**src/rtl/hazard_ctrl.sv**
```systemverilog
// hazard_ctrl -- pipeline hazard controller for the 5-stage RV32I core.
//
// Purpose:
//   - Detects load-use hazards between Decode and Execute and holds F/D for
//     LOAD_STALL_CYCLES bubble cycles (for multi-cycle data memory reads).
//   - Flushes D and E on a taken branch/jump resolved in Execute. The branch
//     wins over any stall because the Decode instruction is wrong-path.
//   - Generates Execute-stage forwarding selects (M has priority over W).
//   - Keeps a saturating count of cycles with stallF asserted.
//
// Ports:
//   clk, rst_n                   core clock (rising edge), async active-low reset
//   rs1_addr_D/rs2_addr_D        Decode source register addresses
//   use_rs1_D/use_rs2_D          Decode instruction reads rs1/rs2
//   rd_E, sel_wb_E               Execute destination and writeback select
//   rs1_addr_E/rs2_addr_E        Execute source register addresses
//   branch_taken_E               Execute resolved a taken branch or jump
//   rd_M, reg_write_M            Memory-stage destination / write enable
//   rd_W, reg_write_W            Writeback destination / write enable
//   perf_clr                     synchronous clear of stall_cycles
//   stallF, stallD               hold PC / hold F/D register
//   flushD, flushE               bubble F/D / bubble D/E register
//   fwd_a_E, fwd_b_E             operand selects: 00 regfile, 10 from M, 01 from W
//   stall_cycles                 saturating count of stallF cycles
//   dbg_state                    current FSM state (0 IDLE, 1 STALL)
module hazard_ctrl #(
  parameter int REG_ADDR_W        = 5,
  parameter int SEL_WB_W          = 2,
  parameter int WB_SEL_LOAD       = 0,
  parameter int LOAD_STALL_CYCLES = 1,
  parameter int CNT_W             = 16
) (
  input  logic                  clk,
  input  logic                  rst_n,
  input  logic [REG_ADDR_W-1:0] rs1_addr_D,
  input  logic [REG_ADDR_W-1:0] rs2_addr_D,
  input  logic                  use_rs1_D,
  input  logic                  use_rs2_D,
  input  logic [REG_ADDR_W-1:0] rd_E,
  input  logic [SEL_WB_W-1:0]   sel_wb_E,
  input  logic [REG_ADDR_W-1:0] rs1_addr_E,
  input  logic [REG_ADDR_W-1:0] rs2_addr_E,
  input  logic                  branch_taken_E,
  input  logic [REG_ADDR_W-1:0] rd_M,
  input  logic                  reg_write_M,
  input  logic [REG_ADDR_W-1:0] rd_W,
  input  logic                  reg_write_W,
  input  logic                  perf_clr,
  output logic                  stallF,
  output logic                  stallD,
  output logic                  flushD,
  output logic                  flushE,
  output logic [1:0]            fwd_a_E,
  output logic [1:0]            fwd_b_E,
  output logic [CNT_W-1:0]      stall_cycles,
  output logic                  dbg_state
);

  if (LOAD_STALL_CYCLES < 1 || LOAD_STALL_CYCLES > 15) begin : g_bad_stall_cycles
    $error("hazard_ctrl: LOAD_STALL_CYCLES must be in 1..15");
  end

  localparam logic [SEL_WB_W-1:0] LP_SEL_LOAD  = SEL_WB_W'(WB_SEL_LOAD);
  // Bubbles still owed after the first one, which is issued from IDLE.
  localparam logic [3:0]          LP_EXTRA_BUB = 4'(LOAD_STALL_CYCLES - 1);

  typedef enum logic {
    S_IDLE  = 1'b0,
    S_STALL = 1'b1
  } state_t;

  state_t           r_state;
  logic [3:0]       r_bub_cnt;
  logic [CNT_W-1:0] r_stall_cnt;

  logic       w_haz;
  logic       w_stall;
  logic [1:0] w_fwd_a;
  logic [1:0] w_fwd_b;

  // Load in E whose destination is a source the D instruction actually reads.
  assign w_haz = (sel_wb_E == LP_SEL_LOAD) && (rd_E != '0) &&
                 ((use_rs1_D && (rs1_addr_D == rd_E)) ||
                  (use_rs2_D && (rs2_addr_D == rd_E)));

  // In STALL the bubble run continues regardless of haz; a taken branch
  // always suppresses the stall.
  assign w_stall = !branch_taken_E &&
                   (((r_state == S_IDLE) && w_haz) || (r_state == S_STALL));

  always_ff @(posedge clk or negedge rst_n) begin
    if (!rst_n) begin
      r_state   <= S_IDLE;
      r_bub_cnt <= '0;
    end else begin
      case (r_state)
        S_IDLE: begin
          if (w_haz && !branch_taken_E && (LOAD_STALL_CYCLES > 1)) begin
            r_state   <= S_STALL;
            r_bub_cnt <= LP_EXTRA_BUB;
          end
        end
        S_STALL: begin
          if (branch_taken_E || (r_bub_cnt <= 4'd1)) begin
            r_state   <= S_IDLE;
            r_bub_cnt <= '0;
          end else begin
            r_bub_cnt <= r_bub_cnt - 4'd1;
          end
        end
        default: begin
          r_state   <= S_IDLE;
          r_bub_cnt <= '0;
        end
      endcase
    end
  end

  // Clear beats increment; saturate at all-ones instead of wrapping.
  always_ff @(posedge clk or negedge rst_n) begin
    if (!rst_n) begin
      r_stall_cnt <= '0;
    end else if (perf_clr) begin
      r_stall_cnt <= '0;
    end else if (w_stall && (r_stall_cnt != '1)) begin
      r_stall_cnt <= r_stall_cnt + CNT_W'(1);
    end
  end

  // Forwarding: M has priority over W, and x0 is never forwarded.
  always_comb begin
    w_fwd_a = 2'b00;
    w_fwd_b = 2'b00;
    if (reg_write_M && (rd_M != '0) && (rd_M == rs1_addr_E)) begin
      w_fwd_a = 2'b10;
    end else if (reg_write_W && (rd_W != '0) && (rd_W == rs1_addr_E)) begin
      w_fwd_a = 2'b01;
    end
    if (reg_write_M && (rd_M != '0) && (rd_M == rs2_addr_E)) begin
      w_fwd_b = 2'b10;
    end else if (reg_write_W && (rd_W != '0) && (rd_W == rs2_addr_E)) begin
      w_fwd_b = 2'b01;
    end
  end

  // Control outputs are combinational (the first bubble must appear in the
  // hazard cycle itself) and are forced low while reset is asserted.
  assign stallF       = rst_n & w_stall;
  assign stallD       = rst_n & w_stall;
  assign flushD       = rst_n & branch_taken_E;
  assign flushE       = rst_n & (w_stall | branch_taken_E);
  assign fwd_a_E      = rst_n ? w_fwd_a : 2'b00;
  assign fwd_b_E      = rst_n ? w_fwd_b : 2'b00;
  assign stall_cycles = r_stall_cnt;
  assign dbg_state    = r_state;

endmodule
```
**config.mk**
```make
export PLATFORM = sky130hd
export DESIGN_NAME = hazard_ctrl
export DESIGN_NICKNAME = d
export VERILOG_FILES = /design/src/rtl/hazard_ctrl.sv
export SDC_FILE = /design/constraint.sdc
export NUM_CORES = 1
export LEC_CHECK = 0
export ABC_CLOCK_PERIOD_IN_PS = 2500
export CORE_UTILIZATION = 42
export CTS_CLUSTER_SIZE = 16
export DETAILED_ROUTE_END_ITERATION = 12
export PLACE_DENSITY_LB_ADDON = 0.2
export REMOVE_ABC_BUFFERS = 1
export SETUP_SLACK_MARGIN = 0.05
export SLEW_MARGIN = 20
export SYNTH_ARGS = -nofsm -noshare
export SYNTH_HDL_FRONTEND = slang
export SYNTH_SLANG_ARGS = --single-unit
```
**constraint.sdc**
```tcl
create_clock -name clk -period 2.5 [get_ports clk]
set_input_delay 0.375 -clock clk [delete_from_list [all_inputs] [get_ports clk]]
set_output_delay 0.375 -clock clk [all_outputs]
set_load 0.05 [all_outputs]
```
==> run_results.csv, run 1 <==
group,metric,value,unit
outcome,status,"finished, final reports clean",
setup_path,crit_slowest_cell,"clkdlybuf4s50_1",
synthesis,yosysMostFrequentCell,"dfrtp_1",
floorplanning,start_util,45.67,%
run,maxCapViolations,0,
place,hpwl,3492,um
setup_path,critPathMaxStageDelay,500,ps
grt,grt_pass1_vias,1514,
final_layout,drive_gt1_share,20.15,%
final_layout,fin_util,77.81,%
place,place_area,0.002569,sq mm
cts,clk_latency,270,ps
cts,h-tree-depth,1,
timing,tightest_slew,596.2,ps
final_layout,fillers,265,
timing,hold_ws,523.4,ps
synthesis,synth_top_cell_area_share,33.18,%
floorplanning,die_area,0.004021,sq mm
synthesis,async_flop_share,100.0,%
cts,cts_tree,"yes",
place,dp.cells,314,
setup_path,critPathLaunchType,"primary input",
setup_path,crit_arrival,2020,ps
synthesis,ys_ff_latch,21,
timing,slew_headroom,60.13,%
final_layout,layoutNonFillerInstCount,319,
pwr,combPwrFrac,25.9,%
route,wire_per_inst,14.61,um
pwr,p_switching,0.0002023,W
timing,rsz0062_at_grt,"false",
grt,grtUsageTotal,22.84,%
cts,root_buffer,"clkbuf_8",
route,drtAntennaViolNets,0,
setup_path,critPathCaptureType,"primary output",
grt,grt_antenna_before_repair,0,
timing,fin_tns_setup,0,ps
cts,cts.sinks,21,
route,drt-initial-drc-count,101,
floorplanning,io_pins,70,
route,first_pass_iters,4,
place,numPortBuffers,69,
route,routed_via_density,5.379,
synthesis,syn_area,0.001584,sq mm
synthesis,synth_edf_count,0,
cts,cts_made_buffers,3,
synthesis,yosys-top-cells-count,"dfrtp_1, xnor2_1, xor2_1, a21oi_1",
final_layout,antennaDiodeCount,0,
pwr,pwr-share-seq,44.5,%
cts,cts_buffer_depth,2,
grt,grt_first_pass_wirelength,7120,um
setup_path,critPathRequiredTime,2120,ps
timing,fin_crit,2390,ps
synthesis,ys_warn_count,0,
setup_path,worstSetupPathType,"in2out",
floorplanning,die_y,63.41,um
synthesis,yosysTopAreaCell,"dfrtp_1",
final_layout,nets,322,
grt,gr-total-overflow,0,
floorplanning,core-area,0.003468,sq mm
pwr,pwr_density_cell,282.9,mW/mm^2
pwr,pwr-share-clk,29.6,%
synthesis,post_synth.cell_area_avg,8.949,sq um
pwr,ir_drop,0.0003066,V
setup_path,path_max_fanout,2,
grt,grt_start_max_net_pins,27,
setup_path,crit_chain,"clkdlybuf4s50_1, o211ai_1, or4_4, nor4_2, buf_4, buf_12",
timing,period_share,95.61,%
place,routabilityCongestion,0.8631,
pwr,p_leak,1.155,nW
floorplanning,rows,21,
setup_path,path_buf_inv,3,
final_layout,design_area,0.002699,sq mm
timing,setup_viol,0,
pwr,switching_share,26.50,%
timing,hold_viol,0,
timing,fmax,0.4184,GHz
timing,slew_viol_final,0,
cts,path_clk_slew,80,ps
final_layout,seqCellArea,525.5,sq um
synthesis,synth_area_leaders,"dfrtp_1, xnor2_1, xor2_1",
pwr,p_int,0.0005611,W
route,drt_wl_total,4662,um
floorplanning,die_x,63.41,um
final_layout,multiInputGateArea,0.001059,sq mm
timing,fin_skew,1.618,ps
hold_path,min_path_type,"in2async",
route,num_vias,1716,
synthesis,yosysSeqAreaShare,33.18,%
setup_path,crit_family,"buffers and inverters",
synthesis,syn_inst,177,
synthesis,synth_cell_type_count,41,
route,drcViolationCount,0,
synthesis,yosys_most_used_dff,"dfrtp_1",
final_layout,syn_to_final_growth,70.38,%
==> cell type report <==
type,instances,share of cell area (%)
timing repair buffer,96,36.49
multi-input combinational,145,39.22
tap,46,2.133
clock inverter,1,0.1854
clock buffer,3,1.530
inverter,7,0.9736
sequential,21,19.47
==> state kept, by name (all words and copies together), names as in the netlist <==
signal / flops
stall_cycles: 16
r_bub_cnt: 4
dbg_state: 1
==> metrics by stage <==
| step | setup slack [ps] | total power, W |
|---|---|---|
| after CTS | 53.10 | 0.0007635 |
| after floorplan | -1219 | 0.0004056 |
| final | 109.8 | 0.0007634 |
| after global routing | 50.48 | 0.0007987 |
| after global placement | -101.3 | 0.0005405 |
| after detailed placement | -126.1 | 0.0005422 |
==> final timing paths <==
check / slack [ps] / cells after the start / from / end
worst min register to register: 530 / 2 / r_bub_cnt[2] / r_bub_cnt[2]
min in group clk: 530 / 2 / r_bub_cnt[2] / r_bub_cnt[2]
worst max register to register: 370 / 7 / stall_cycles[0] / stall_cycles[5]
worst max-delay path: 110 / 6 / rst_n / fwd_a_E[0]
worst min-delay path: 520 / 2 / rst_n / stall_cycles[11]
max in group asynchronous: 1740 / 2 / rst_n / stall_cycles[3]
==> repair_timing <==
item | 4_1_cts | 5_1_grt
cloned | 0 | 0
pin swaps | 7 | 13
hold buffers | 0 | 0
resized for setup | 18 | 21
endpoints found under the setup margin | 5 | 5
buffers inserted | 1 | 0
==> power by group through the flow <==
stage               Sequential [W]  Clock (W)  Combinational [W]
finish                    0.000340   0.000226           0.000198
global route              0.000340   0.000249           0.000210
CTS                       0.000340   0.000231           0.000193
detailed placement        0.000346          0           0.000196
global placement          0.000346          0           0.000194
floorplan                 0.000347          0          0.0000588
==> logic make-up after synthesis <==
logic type,share of synthesized area (%)
simple gates,26.07
compound gates,15.01
xor+xnor,18.80
flops,33.18
buf+inv,3.318
fa+ha+maj,2.370
mux,1.264
==> metal layers <==
layer / global-route usage [%] / vias up / share of wire, %
met5: 0 / - / 0
met2: 37.50 / 63 / 46
li1: - / 847 / -
met1: 30.27 / 802 / 47
met4: 5.966 / 0 / 0.90
met3: 4.710 / 4 / 6.0
==> layout by cell type, fill, tap and decap left out, types with 2 or more instances in the layout <==
| cell type | Yosys | routed |
|---|---|---|
| clkdlybuf4s50_1 | 0 | 35 |
| buf_4 | 1 | 27 |
| dfrtp_1 | 21 | 21 |
| xnor2_1 | 18 | 18 |
| xor2_1 | 16 | 16 |
| dlymetal6s2s_1 | 0 | 14 |
| a21oi_1 | 12 | 12 |
| dlygate4sd2_1 | 0 | 12 |
| nand2_1 | 11 | 11 |
| nand3_1 | 9 | 9 |
| or4_1 | 11 | 8 |
| inv_1 | 7 | 7 |
| nor2_1 | 7 | 7 |
| o21ai_0 | 8 | 7 |
| buf_12 | 0 | 7 |
| or3_1 | 6 | 6 |
| o31ai_1 | 6 | 6 |
| nand4_1 | 5 | 5 |
| nor4_2 | 0 | 4 |
| or4_4 | 0 | 3 |
| and2_1 | 3 | 3 |
| nor3_1 | 3 | 3 |
| ha_1 | 3 | 3 |
| clkbuf_8 | 0 | 3 |
| and3_2 | 2 | 2 |
| mux2i_1 | 2 | 2 |
No activity file was read; power rests on OpenSTA's default activity.
==> inputs of run 2 (changes only) <==
--- a/config.mk
+++ b/config.mk
@@ -5,8 +5,9 @@
 export SDC_FILE = /design/constraint.sdc
 export NUM_CORES = 1
 export LEC_CHECK = 0
+export ABC_AREA = 1
 export ABC_CLOCK_PERIOD_IN_PS = 2500
-export CORE_UTILIZATION = 42
+export CORE_UTILIZATION = 44
 export CTS_CLUSTER_SIZE = 16
 export DETAILED_ROUTE_END_ITERATION = 12
 export PLACE_DENSITY_LB_ADDON = 0.2
==> run_results.csv, run 2 <==
group,metric,value,unit
final_layout,drive_gt1_share,7.977,%
final_layout,design_area,0.002711,sq mm
place,pre_cts_ws,122.0,ps
timing,rsz0062_at_grt,"false",
place,numPortBuffers,69,
grt,grt_antenna_before_repair,0,
floorplanning,rows,23,
pwr,p_leak,1.346,nW
setup_path,critPathRequiredTime,2120,ps
synthesis,yosysMostFrequentCell,"nand2_1",
timing,fin_crit,2299,ps
synthesis,post_synth.cell_area_avg,6.510,sq um
pwr,combPwrFrac,30.1,%
pwr,ir_drop,0.0003348,V
place,place_area,0.002648,sq mm
grt,gr-total-overflow,0,
pwr,pwr_density_cell,304.4,mW/mm^2
route,first_pass_iters,4,
cts,cts_hold_buf,0,
synthesis,synth_area_leaders,"dfrtp_1, nand2_1, inv_1",
pwr,p_switching,0.0002473,W
hold_path,min_path_type,"in2async",
floorplanning,core-area,0.004000,sq mm
timing,period_share,91.95,%
grt,grtUsageTotal,21.96,%
timing,finalWorstSetupSlack,201.3,ps
synthesis,yosysSeqAreaShare,28.73,%
synthesis,yosys_most_used_dff,"dfrtp_1",
outcome,status,"finished, final reports clean",
setup_path,reg2reg_to,"stall_cycles[8]",
route,wire_per_inst,11.64,um
cts,cts-resized-gates,0,
cts,root_buffer,"clkbuf_8",
setup_path,r2r_slack,580,ps
synthesis,async_flop_share,100.0,%
cts,path_clk_slew,80,ps
floorplanning,io_pins,70,
place,dp.cells,397,
grt,top_usage_layer,"met2",
run,maxCapViolations,0,
timing,tightest_slew,569.0,ps
pwr,pwr-share-seq,42.7,%
floorplanning,die_area,0.004419,sq mm
cts,cts_tree,"yes",
timing,fin_skew,2.006,ps
timing,hold_ws,489.8,ps
synthesis,synth_edf_count,0,
synthesis,ys_ff_latch,21,
synthesis,yosysTopAreaCell,"dfrtp_1",
pwr,switching_share,29.96,%
pwr,pwr-share-clk,27.1,%
timing,slew_viol_final,0,
final_layout,antennaDiodeCount,0,
grt,grt_first_pass_wirelength,7576,um
pwr,p_int,0.0005780,W
cts,cts_made_buffers,3,
cts,cts_setup_buffers,0,
timing,setup_viol,0,
place,routabilityCongestion,0.8556,
floorplanning,die_x,66.48,um
setup_path,worstSetupPathType,"in2out",
final_layout,layout_commonest_cell,"nand2_1",
timing,fin_tns_setup,0,ps
route,num_vias,1975,
grt,grt_use_met3,4.110,%
final_layout,layoutNonFillerInstCount,401,
final_layout,syn_to_final_growth,48.22,%
synthesis,syn_area,0.001829,sq mm
synthesis,ys_warn_count,0,
route,drt_wl_total,4666,um
final_layout,nets,400,
setup_path,crit_arrival,1920,ps
final_layout,mostFrequentLayoutCells,"nand2_1, clkdlybuf4s50_1, inv_1",
setup_path,critPathLaunchType,"primary input",
place,hpwl,3621,um
floorplanning,die_y,66.48,um
cts,h-tree-depth,1,
route,routed_via_density,4.925,
synthesis,yosys-top-cells-count,"nand2_1, inv_1, nor2_1, nand3_1, dfrtp_1",
grt,grt_pass1_vias,1829,
route,drtAntennaViolNets,0,
route,drcViolationCount,0,
timing,slew_headroom,61.83,%
grt,met2_usage,39.92,%
timing,hold_viol,0,
grt,grt_start_max_net_pins,24,
cts,cts_buffer_depth,2,
setup_path,reg2reg_from,"stall_cycles[0]",
cts,clk_latency,260,ps
route,drt-initial-drc-count,75,
synthesis,syn_inst,281,
grt,gr-usage-met1,25.00,%
synthesis,synth_cell_type_count,31,
setup_path,reg2reg_depth,10,
final_layout,largest_reg_flops,16,
synthesis,synth_top_cell_area_share,28.73,%
setup_path,path_max_fanout,3,
cts,cts.sinks,21,
floorplanning,start_util,45.73,%
setup_path,critPathCaptureType,"primary output",
timing,fmax,0.4350,GHz
==> run 2: metal layers <==
metal	up-vias	wire length, um
met2	61	2208
met1	885	2031
met5	-	0
li1	1022	-
met3	7	363
met4	0	62
==> run 2: cell families (layout without fill, tap and decap cells) <==
kind of cell               after synthesis  in the layout  synth area share [%]
AOI/OAI and AO/OA                       17             17                 5.472
xor gates and xnor gates                25             25                 11.97
adders and majority gates                3              3                 2.052
buffers and inverters                   43            113                 9.644
DFF                                     21             21                 28.73
and+or+nand+nor                        172            172                 42.13
==> run 2: metrics by stage <==
step,total power [W],util [%]
5_1_grt,0.0008661,67.78
4_1_cts,0.0008269,67.34
2_1_floorplan,0.0004692,-
3_5_place_dp,0.0006067,66.19
6_report,0.0008253,67.78
3_3_place_gp,0.0006028,66.19
==> run 2: worst max path at each step <==
stage / end / slack [ps] / start / cells past startpoint
finish: fwd_a_E[1] / 200 / rd_M[3] / 7
global route: stallD / 60 / rd_E[3] / 13
CTS: fwd_a_E[1] / 120 / rd_M[3] / 7
detailed placement: fwd_a_E[1] / 120 / rd_M[3] / 7
global placement: fwd_a_E[1] / 170 / rd_M[3] / 7
floorplan: stallD / -150 / dbg_state / 4
==> run 2: power by group through the flow <==
stage / clock network, W / registers, W / logic (W)
2_1_floorplan: 0 / 0.000380 / 0.0000893
3_5_place_dp: 0 / 0.000359 / 0.000247
3_3_place_gp: 0 / 0.000359 / 0.000244
6_report: 0.000224 / 0.000353 / 0.000249
4_1_cts: 0.000225 / 0.000353 / 0.000249
5_1_grt: 0.000240 / 0.000354 / 0.000272
==> run 2: final cells by class <==
cell class                 count  area [sq um]
timing repair buffer          72         795.8
tap                           50         62.56
sequential                    21         525.5
clock inverter                 1         5.005
fill                         367          1289
multi-input combinational    217          1142
inverter                      37         138.9
clock buffer                   3         41.29
==> run 2: worst max-delay path, stage by stage <==
cell             delay (ps)
clkdlybuf4s50_1         480
xor2_1                  180
or2_2                   300
nor4_2                  180
inv_1                    70
nor2_1                  170
buf_12                  160
